==> config.mk <==
export PLATFORM = sky130hd
export DESIGN_NAME = atm_ctrl_param
export DESIGN_NICKNAME = d
export VERILOG_FILES = /design/src/rtl/atm_ctrl_param.sv
export SDC_FILE = /design/constraint.sdc
export NUM_CORES = 1
export LEC_CHECK = 0
export BUFFER_PORTS_ARGS = -buffer_cell sky130_fd_sc_hd__buf_2
export CELL_PAD_IN_SITES_DETAIL_PLACEMENT = 1
export CELL_PAD_IN_SITES_GLOBAL_PLACEMENT = 1
export CORE_ASPECT_RATIO = 1.75
export CORE_UTILIZATION = 47
export DETAILED_ROUTE_END_ITERATION = 16
export PLACE_DENSITY = 0.78
export REMOVE_ABC_BUFFERS = 1
export SLEW_MARGIN = 10
export SYNTH_ARGS = -nofsm -noshare
export SYNTH_HDL_FRONTEND = slang
export SYNTH_SLANG_ARGS = --single-unit
==> constraint.sdc <==
create_clock -name clk -period 6.1 [get_ports clk]
set_clock_uncertainty 0.1 [all_clocks]
set_input_delay 0.61 -clock clk [delete_from_list [all_inputs] [get_ports clk]]
set_output_delay 0.61 -clock clk [all_outputs]
set_load 0.01 [all_outputs]
==> src/rtl/atm_ctrl_param.sv <==
// Multi-account ATM controller: provisionable account table, PIN login with lockout, and
// balance/deposit/withdraw/transfer ops. Define DAILY_LIMIT_EN for the per-session outgoing cap.

module atm_acct_match #(
    parameter int ACCT_W = 12
) (
    input  logic              valid,
    input  logic [ACCT_W-1:0] card,
    input  logic [ACCT_W-1:0] login_card,
    input  logic [ACCT_W-1:0] dest_card,
    output logic              login_hit,
    output logic              dest_hit
);
    assign login_hit = valid && (card == login_card);
    assign dest_hit  = valid && (card == dest_card);
endmodule

module atm_ctrl_param #(
    parameter int NUM_ACCTS   = 4,
    parameter int ACCT_W      = 12,
    parameter int PIN_W       = 8,
    parameter int BAL_W       = 16,
    parameter int AMT_W       = 10,
    parameter int MAX_TRIES   = 3,
    parameter int DAILY_LIMIT = 1000,
    parameter int IDX_W       = (NUM_ACCTS > 1) ? $clog2(NUM_ACCTS) : 1
) (
    input  logic                 clk,
    input  logic                 reset,
    input  logic                 prov_we,
    input  logic [IDX_W-1:0]     prov_idx,
    input  logic [ACCT_W-1:0]    prov_card,
    input  logic [PIN_W-1:0]     prov_pin,
    input  logic [BAL_W-1:0]     prov_bal,
    input  logic                 card_valid,
    input  logic [ACCT_W-1:0]    card_number,
    input  logic [PIN_W-1:0]     pin_number,
    input  logic                 op_valid,
    input  logic [1:0]           transaction_option,
    input  logic [AMT_W-1:0]     dollars,
    input  logic [ACCT_W-1:0]    wired_account,
    input  logic                 logout,
    output logic                 busy,
    output logic                 authed,
    output logic                 done,
    output logic                 error,
    output logic [2:0]           err_code,
    output logic [BAL_W-1:0]     balance,
    output logic [NUM_ACCTS-1:0] locked
);
    localparam int TRY_W = $clog2(MAX_TRIES + 1);

    localparam logic [2:0] ERR_OK       = 3'd0;
    localparam logic [2:0] ERR_NO_CARD  = 3'd1;
    localparam logic [2:0] ERR_LOCKED   = 3'd2;
    localparam logic [2:0] ERR_BAD_PIN  = 3'd3;
    localparam logic [2:0] ERR_OVERFLOW = 3'd4;
    localparam logic [2:0] ERR_INSUFF   = 3'd5;
    localparam logic [2:0] ERR_BAD_DEST = 3'd6;
    localparam logic [2:0] ERR_LIMIT    = 3'd7;

    localparam logic [1:0] OP_BAL = 2'b00;
    localparam logic [1:0] OP_DEP = 2'b01;
    localparam logic [1:0] OP_WDR = 2'b10;
    localparam logic [1:0] OP_XFR = 2'b11;

    typedef enum logic [1:0] {S_IDLE, S_LOOKUP, S_SESSION, S_EXEC} state_t;

    typedef struct packed {
        logic              valid;
        logic [ACCT_W-1:0] card;
        logic [PIN_W-1:0]  pin;
        logic [BAL_W-1:0]  bal;
    } acct_t;

    typedef struct packed {
        logic [1:0]        op;
        logic [AMT_W-1:0]  dollars;
        logic [ACCT_W-1:0] dest;
    } op_req_t;

    state_t            state;
    acct_t             tbl   [NUM_ACCTS];
    logic [TRY_W-1:0]  tries [NUM_ACCTS];
    logic [ACCT_W-1:0] lat_card;
    logic [PIN_W-1:0]  lat_pin;
    op_req_t           req;
    logic [IDX_W-1:0]  sess_idx;

    logic [NUM_ACCTS-1:0] login_hit, dest_hit;
    logic                 login_found, dest_found, login_ok;
    logic [IDX_W-1:0]     login_idx, dest_idx;
    logic [TRY_W:0]       tries_inc;

    logic [BAL_W-1:0] src_bal, dst_bal, amt;
    logic [BAL_W:0]   src_sum, dst_sum;
    logic [2:0]       x_err;
    logic [BAL_W-1:0] x_src_bal, x_dst_bal;
    logic             x_dst_wr;
    logic             lim_over;

    for (genvar g = 0; g < NUM_ACCTS; g++) begin : g_acct
        atm_acct_match #(.ACCT_W(ACCT_W)) u_match (
            .valid      (tbl[g].valid),
            .card       (tbl[g].card),
            .login_card (lat_card),
            .dest_card  (req.dest),
            .login_hit  (login_hit[g]),
            .dest_hit   (dest_hit[g])
        );
    end

    // Scan downward so the lowest matching index is the one left standing.
    always_comb begin
        login_found = 1'b0;
        login_idx   = '0;
        dest_found  = 1'b0;
        dest_idx    = '0;
        for (int i = NUM_ACCTS - 1; i >= 0; i--) begin
            if (login_hit[i]) begin
                login_found = 1'b1;
                login_idx   = IDX_W'(i);
            end
            if (dest_hit[i]) begin
                dest_found = 1'b1;
                dest_idx   = IDX_W'(i);
            end
        end
    end

    assign login_ok  = login_found && !locked[login_idx] && (tbl[login_idx].pin == lat_pin);
    assign tries_inc = {1'b0, tries[login_idx]} + 1'b1;

    assign src_bal = tbl[sess_idx].bal;
    assign dst_bal = tbl[dest_idx].bal;
    assign amt     = BAL_W'(req.dollars);
    assign src_sum = {1'b0, src_bal} + {1'b0, amt};
    assign dst_sum = {1'b0, dst_bal} + {1'b0, amt};

    // Transaction result; any error leaves both balances as they were.
    always_comb begin
        x_err     = ERR_OK;
        x_src_bal = src_bal;
        x_dst_bal = dst_bal;
        x_dst_wr  = 1'b0;
        if (req.dollars != '0) begin
            case (req.op)
                OP_DEP: begin
                    if (src_sum[BAL_W]) x_err = ERR_OVERFLOW;
                    else                x_src_bal = src_sum[BAL_W-1:0];
                end
                OP_WDR: begin
                    if (lim_over)           x_err = ERR_LIMIT;
                    else if (amt > src_bal) x_err = ERR_INSUFF;
                    else                    x_src_bal = src_bal - amt;
                end
                OP_XFR: begin
                    if (!dest_found || dest_idx == sess_idx) x_err = ERR_BAD_DEST;
                    else if (lim_over)                       x_err = ERR_LIMIT;
                    else if (amt > src_bal)                  x_err = ERR_INSUFF;
                    else if (dst_sum[BAL_W])                 x_err = ERR_OVERFLOW;
                    else begin
                        x_src_bal = src_bal - amt;
                        x_dst_bal = dst_sum[BAL_W-1:0];
                        x_dst_wr  = 1'b1;
                    end
                end
                default: ;
            endcase
        end
    end

`ifdef DAILY_LIMIT_EN
    logic [31:0] out_total;

    assign lim_over = (out_total + 32'(req.dollars)) > 32'(DAILY_LIMIT);

    always_ff @(posedge clk) begin
        if (reset)
            out_total <= '0;
        else if (state == S_LOOKUP && login_ok)
            out_total <= '0;
        else if (state == S_EXEC && x_err == ERR_OK && (req.op == OP_WDR || req.op == OP_XFR))
            out_total <= out_total + 32'(req.dollars);
    end
`else
    assign lim_over = 1'b0;
`endif

    always_ff @(posedge clk) begin
        if (reset) begin
            state    <= S_IDLE;
            busy     <= 1'b0;
            authed   <= 1'b0;
            done     <= 1'b0;
            error    <= 1'b0;
            err_code <= ERR_OK;
            balance  <= '0;
            locked   <= '0;
            lat_card <= '0;
            lat_pin  <= '0;
            req      <= '0;
            sess_idx <= '0;
            for (int i = 0; i < NUM_ACCTS; i++) begin
                tbl[i]   <= '0;
                tries[i] <= '0;
            end
        end else begin
            done <= 1'b0;
            case (state)
                S_IDLE: begin
                    if (prov_we && int'(prov_idx) < NUM_ACCTS) begin
                        tbl[prov_idx]    <= '{valid: 1'b1, card: prov_card, pin: prov_pin, bal: prov_bal};
                        tries[prov_idx]  <= '0;
                        locked[prov_idx] <= 1'b0;
                    end
                    if (card_valid) begin
                        lat_card <= card_number;
                        lat_pin  <= pin_number;
                        busy     <= 1'b1;
                        state    <= S_LOOKUP;
                    end
                end
                S_LOOKUP: begin
                    busy <= 1'b0;
                    done <= 1'b1;
                    if (login_ok) begin
                        tries[login_idx] <= '0;
                        sess_idx         <= login_idx;
                        authed           <= 1'b1;
                        balance          <= tbl[login_idx].bal;
                        error            <= 1'b0;
                        err_code         <= ERR_OK;
                        state            <= S_SESSION;
                    end else begin
                        error <= 1'b1;
                        state <= S_IDLE;
                        if (!login_found)
                            err_code <= ERR_NO_CARD;
                        else if (locked[login_idx])
                            err_code <= ERR_LOCKED;
                        else begin
                            err_code         <= ERR_BAD_PIN;
                            tries[login_idx] <= tries_inc[TRY_W-1:0];
                            if (tries_inc >= (TRY_W+1)'(MAX_TRIES))
                                locked[login_idx] <= 1'b1;
                        end
                    end
                end
                S_SESSION: begin
                    if (logout) begin
                        authed   <= 1'b0;
                        balance  <= '0;
                        error    <= 1'b0;
                        err_code <= ERR_OK;
                        state    <= S_IDLE;
                    end else if (op_valid) begin
                        req   <= '{op: transaction_option, dollars: dollars, dest: wired_account};
                        busy  <= 1'b1;
                        state <= S_EXEC;
                    end
                end
                S_EXEC: begin
                    busy               <= 1'b0;
                    done               <= 1'b1;
                    err_code           <= x_err;
                    error              <= (x_err != ERR_OK);
                    balance            <= x_src_bal;
                    tbl[sess_idx].bal  <= x_src_bal;
                    if (x_dst_wr)
                        tbl[dest_idx].bal <= x_dst_bal;
                    state              <= S_SESSION;
                end
                default: state <= S_IDLE;
            endcase
        end
    end
endmodule

==> impl_results.md <==
- Yosys synthesis warning count: 0
- Hold bufs inserted after CTS: 0
- # Max-Cap Violations: 0
- Time the worst path needs with I/O delays and setup: 5.89 ns
- Slew margin rel.: 0.166
- Total number of vias: ~15k
- Pwr Total: 3790 µW
- Placement-stage cell area: 0.0163 mm²
- Tightest hold margin: 0.180 ns
- Area taken by flip-flops and latches: 0.00623 mm²
- Largest driver fanout on the critical path: 10
- CTS clock-pin slew for the worst setup and hold paths: 0.07 ns
- Post-Route WL: 64800 µm
- Average cell area after synthesis: 8.96 µm²
- Ratio of routed vias to standard cells: 6.62
- P&R area growth vs syn: 14.2%
- IR drop worst, VDD: 288 µV
- Post-layout nets: between 1.5k and 2k
- Number of synthesized register bits: 233
- Width of the die: between 100 and 150 µm
- Largest family of logic cells by synthesized area: compound AO/OA/AOI/OAI gates
- Global-route wire length before repair: 96400 µm
- Source-to-sink clock delay at the later pin of the worst-skew pair: 0.56 ns
- Maximum frequency from static timing analysis: around 170 MHz
- Max Root-Sink Buffers: 3
- Critical Path End Type: flip-flop
- Adder and majority cell fraction of the synthesized area: 0.0305
- Cell types occupying the most area after synthesis: edfxtp_1, dfxtp_1, nand2_1
- Syn Std Cell Area: 0.0151 mm²
- Finished Cell Area: 0.0172 mm²
- GR Util met2: 0.704
- Yosys top cell area share: 0.311
- Number of cell rows: 86
- Setup Viol. Count Final: 0
- Reg-to-reg slack, setup: about 0.21 ns
- Area used by multi-input combinational logic: ~0.0083 mm²
- Share of flip-flops with an asynchronous set or reset after synthesis: 0
- Unrepaired setup endpoints after global routing: true
- Critical path start-end classification: reg -> reg
- Cells along the critical path: xnor2_1 -> nand3_1 -> or4_1 -> buf_4 -> nand2_1 -> nor3_1 -> buf_4 -> a222oi_1 -> nand2_1 -> ha_1 -> o21ai_0 -> o21bai_1 -> or4_1 -> nand4_1 -> nand2_1 -> o211ai_1 -> or2_4 -> buf_4 -> o211a_4 -> o2111ai_1 -> o311ai_1 -> o21ai_1 -> buf_4 -> o22ai_1
- Sequential area share after synthesis: 0.413
- Routing layer with the top usage in global route: met2
- Global routing usage on met1: 0.402
- Global-route met3 utilization: 0.105
- Post-synthesis mux area share: 0.0464
- Initial antenna violation count: 6
- I/O pin count: 115
- GRT Util Overall: 0.410
- Number of buffers added on ports: 114
- Accumulated negative setup slack: 0 ns
- Count of fill cells added during filler insertion: about 3.7k
- Clock tree from TritonCTS: yes
- Total iterations of the first detailed-routing run: 8
- Biggest cell delay along the critical path: 0.61 ns
- Netlist cell types: 92
- Fraction of the cycle the final worst path needs: 0.965
- P per Cell Area: 220 mW/mm²
- Number of routed nets with antenna violations: 0
- Share of the synthesized netlist area taken by xor and xnor gates: 0.0668
- Worst setup SP type: flip-flop
- Clock tree root buffer cell: clkbuf_16
- Transition time of the tightest slew-check pin: ~1.3 ns
- Synthesized netlist cell count: 1683
- TritonCTS sink count: ~230
- Status: complete, no violations
- Vias in the first global route: 15.5k
- Simple-gate portion of the synthesized area: 0.194
- Crit-path slowest cell: or4_1
- Utilization of the core after routing: 0.546
- Largest net degree at the start of global routing: 49
- Routed wirelength normalized by instance count: approximately 30 µm
- Starting density of the core: 0.478
- Full die area: 0.0328 mm²
- Number of design rule violations left after detail routing: 0
- Compound-cell area share of the yosys netlist: 0.200
- Arrival time at the worst endpoint: just over 6 ns
- Total grt overflow: 0
- Leakage power: 0.00638 µW
- Final Hold Fails: 0
- Iter 0 DRT Violations: a little over 1k
- Worst Hold Class: in -> reg
- Main flop type after synthesis: edfxtp_1
- Number of synthesized flops with an enable pin: between 150 and 200
- Cts bufs inserted: 24
- Cell occurring most often along the worst timing path: buf_4
- Data required time of the critical path: 6.26 ns
- Height of the die: 239 µm
- Pins Over Slew Limit: 0
- Core area: between 0.03 and 0.04 mm²
- Routability cong.: 1.01
- Maximum level of the CTS H-tree: 1
- Fraction of final layout cells sized beyond drive strength 1: 0.181
- Most area-hungry cell type in the Yosys netlist: edfxtp_1
- DPL Wire Length: 48200 µm
==> report_power, final <==
group / switching, µW / internal (µW)
registers: 65.3 / 1760
logic: 271 / 155
clock network: 674 / 871
==> state kept, by name, summed over array words and instances, names as in the netlist, named ones only <==
name      count
authed        1
tbl         148
tries         8
amt          10
busy          1
error         1
lat_card     12
done          1
locked        4
req          14
lat_pin       8
sess_idx      2
state         2
err_code      3
balance      16
==> critical path, delay by kind of cell, from the launching register on <==
| family | cells | cell delay [ns] |
|---|---|---|
| compound gates | 9 | 2.04 |
| xor+xnor | 1 | 0.20 |
| fa+ha+maj | 1 | 0.33 |
| simple gates | 9 | 1.76 |
| buf+inv | 4 | 0.75 |
| flops | 1 | 0.43 |
==> placed cells by master (no fill, tap or decap), drive strengths merged, types with 10 or more instances in the layout <==
cell / instances
nand4: 26
a21oi: 121
and2: 13
a211oi: 23
o21a: 17
a22oi: 19
nand2b: 19
nor4: 18
clkbuf: 32
nand2: 268
mux2: 15
dfxtp: 77
and3: 14
nand3: 50
ha: 32
buf: 196
xnor2: 109
clkinv: 10
o22ai: 38
o211ai: 21
mux2i: 17
mux4: 16
o21ai: 54
a31o: 10
inv: 64
nor3: 26
edfxtp: 156
nor2: 167
a21o: 20
a31oi: 12
a222oi: 21
==> worst paths after layout <==
check	start	end	cells past startpoint
max	tbl[0][35]$_SDFFCE_PN0P_	tbl[0][4]$_DFFE_PP_	24
min	transaction_option[1]	req[23]$_SDFFE_PP0P_	3
max reg2reg	tbl[0][35]$_SDFFCE_PN0P_	tbl[0][4]$_DFFE_PP_	24
min reg2reg	busy$_SDFFE_PP0P_	busy$_SDFFE_PP0P_	2
==> cells in the mapped netlist (17+ instances only) <==
| library cell | instances |
|---|---|
| o22ai_1 | 37 |
| buf_2 | 34 |
| a21oi_1 | 121 |
| a222oi_1 | 21 |
| mux2i_1 | 17 |
| a211oi_1 | 22 |
| nand2b_1 | 19 |
| clkbuf_1 | 71 |
| nand4_1 | 26 |
| ha_1 | 32 |
| xnor2_1 | 109 |
| a22oi_1 | 17 |
| o211ai_1 | 19 |
| nand3_1 | 49 |
| edfxtp_1 | 156 |
| o21ai_0 | 40 |
| a21o_1 | 20 |
| nor3_1 | 25 |
| dfxtp_1 | 77 |
| nand2_1 | 268 |
| inv_1 | 62 |
| nor2_1 | 165 |
==> layer usage <==
| layer | wire, µm | part of all wire |
|---|---|---|
| met4 | 6380 | 0.098 |
| met3 | 4780 | 0.074 |
| met5 | 28 | 0.00043 |
| met2 | 32800 | 0.51 |
| met1 | 20900 | 0.32 |
==> kinds of logic (layout without fill, tap and decap cells) <==
group / Yosys count / count (layout)
simple gates: 637 / 637
compound gates: 434 / 434
flops: 233 / 233
buf+inv: 181 / 304
xor+xnor: 115 / 115
mux: 48 / 48
fa+ha+maj: 35 / 35
other cells: 0 / 4
==> area by class of cell <==
type	count	area share
inverters	64	0.0139
well taps	396	0.0288
clock buffers	32	0.0396
flip-flops and latches	233	0.362
diodes	4	0.000581
clock inverters	12	0.00646
multi-input cells	1269	0.479
repair buffers	196	0.0697
==> what timing repair did <==
item / 4_1_cts / 5_1_grt
gates resized for setup: 0 / 17
setup endpoints to repair: 0 / 69
setup buffers: 0 / 0
==> stage by stage <==
step                setup WS, ns  cells
floorplan                  0.293   1566
global placement           0.260   2158
detailed placement         0.153   2158
CTS                        0.137   2202
global route             0.00312   2203
finish                     0.213   2206
(Power assumes the default switching activity.)
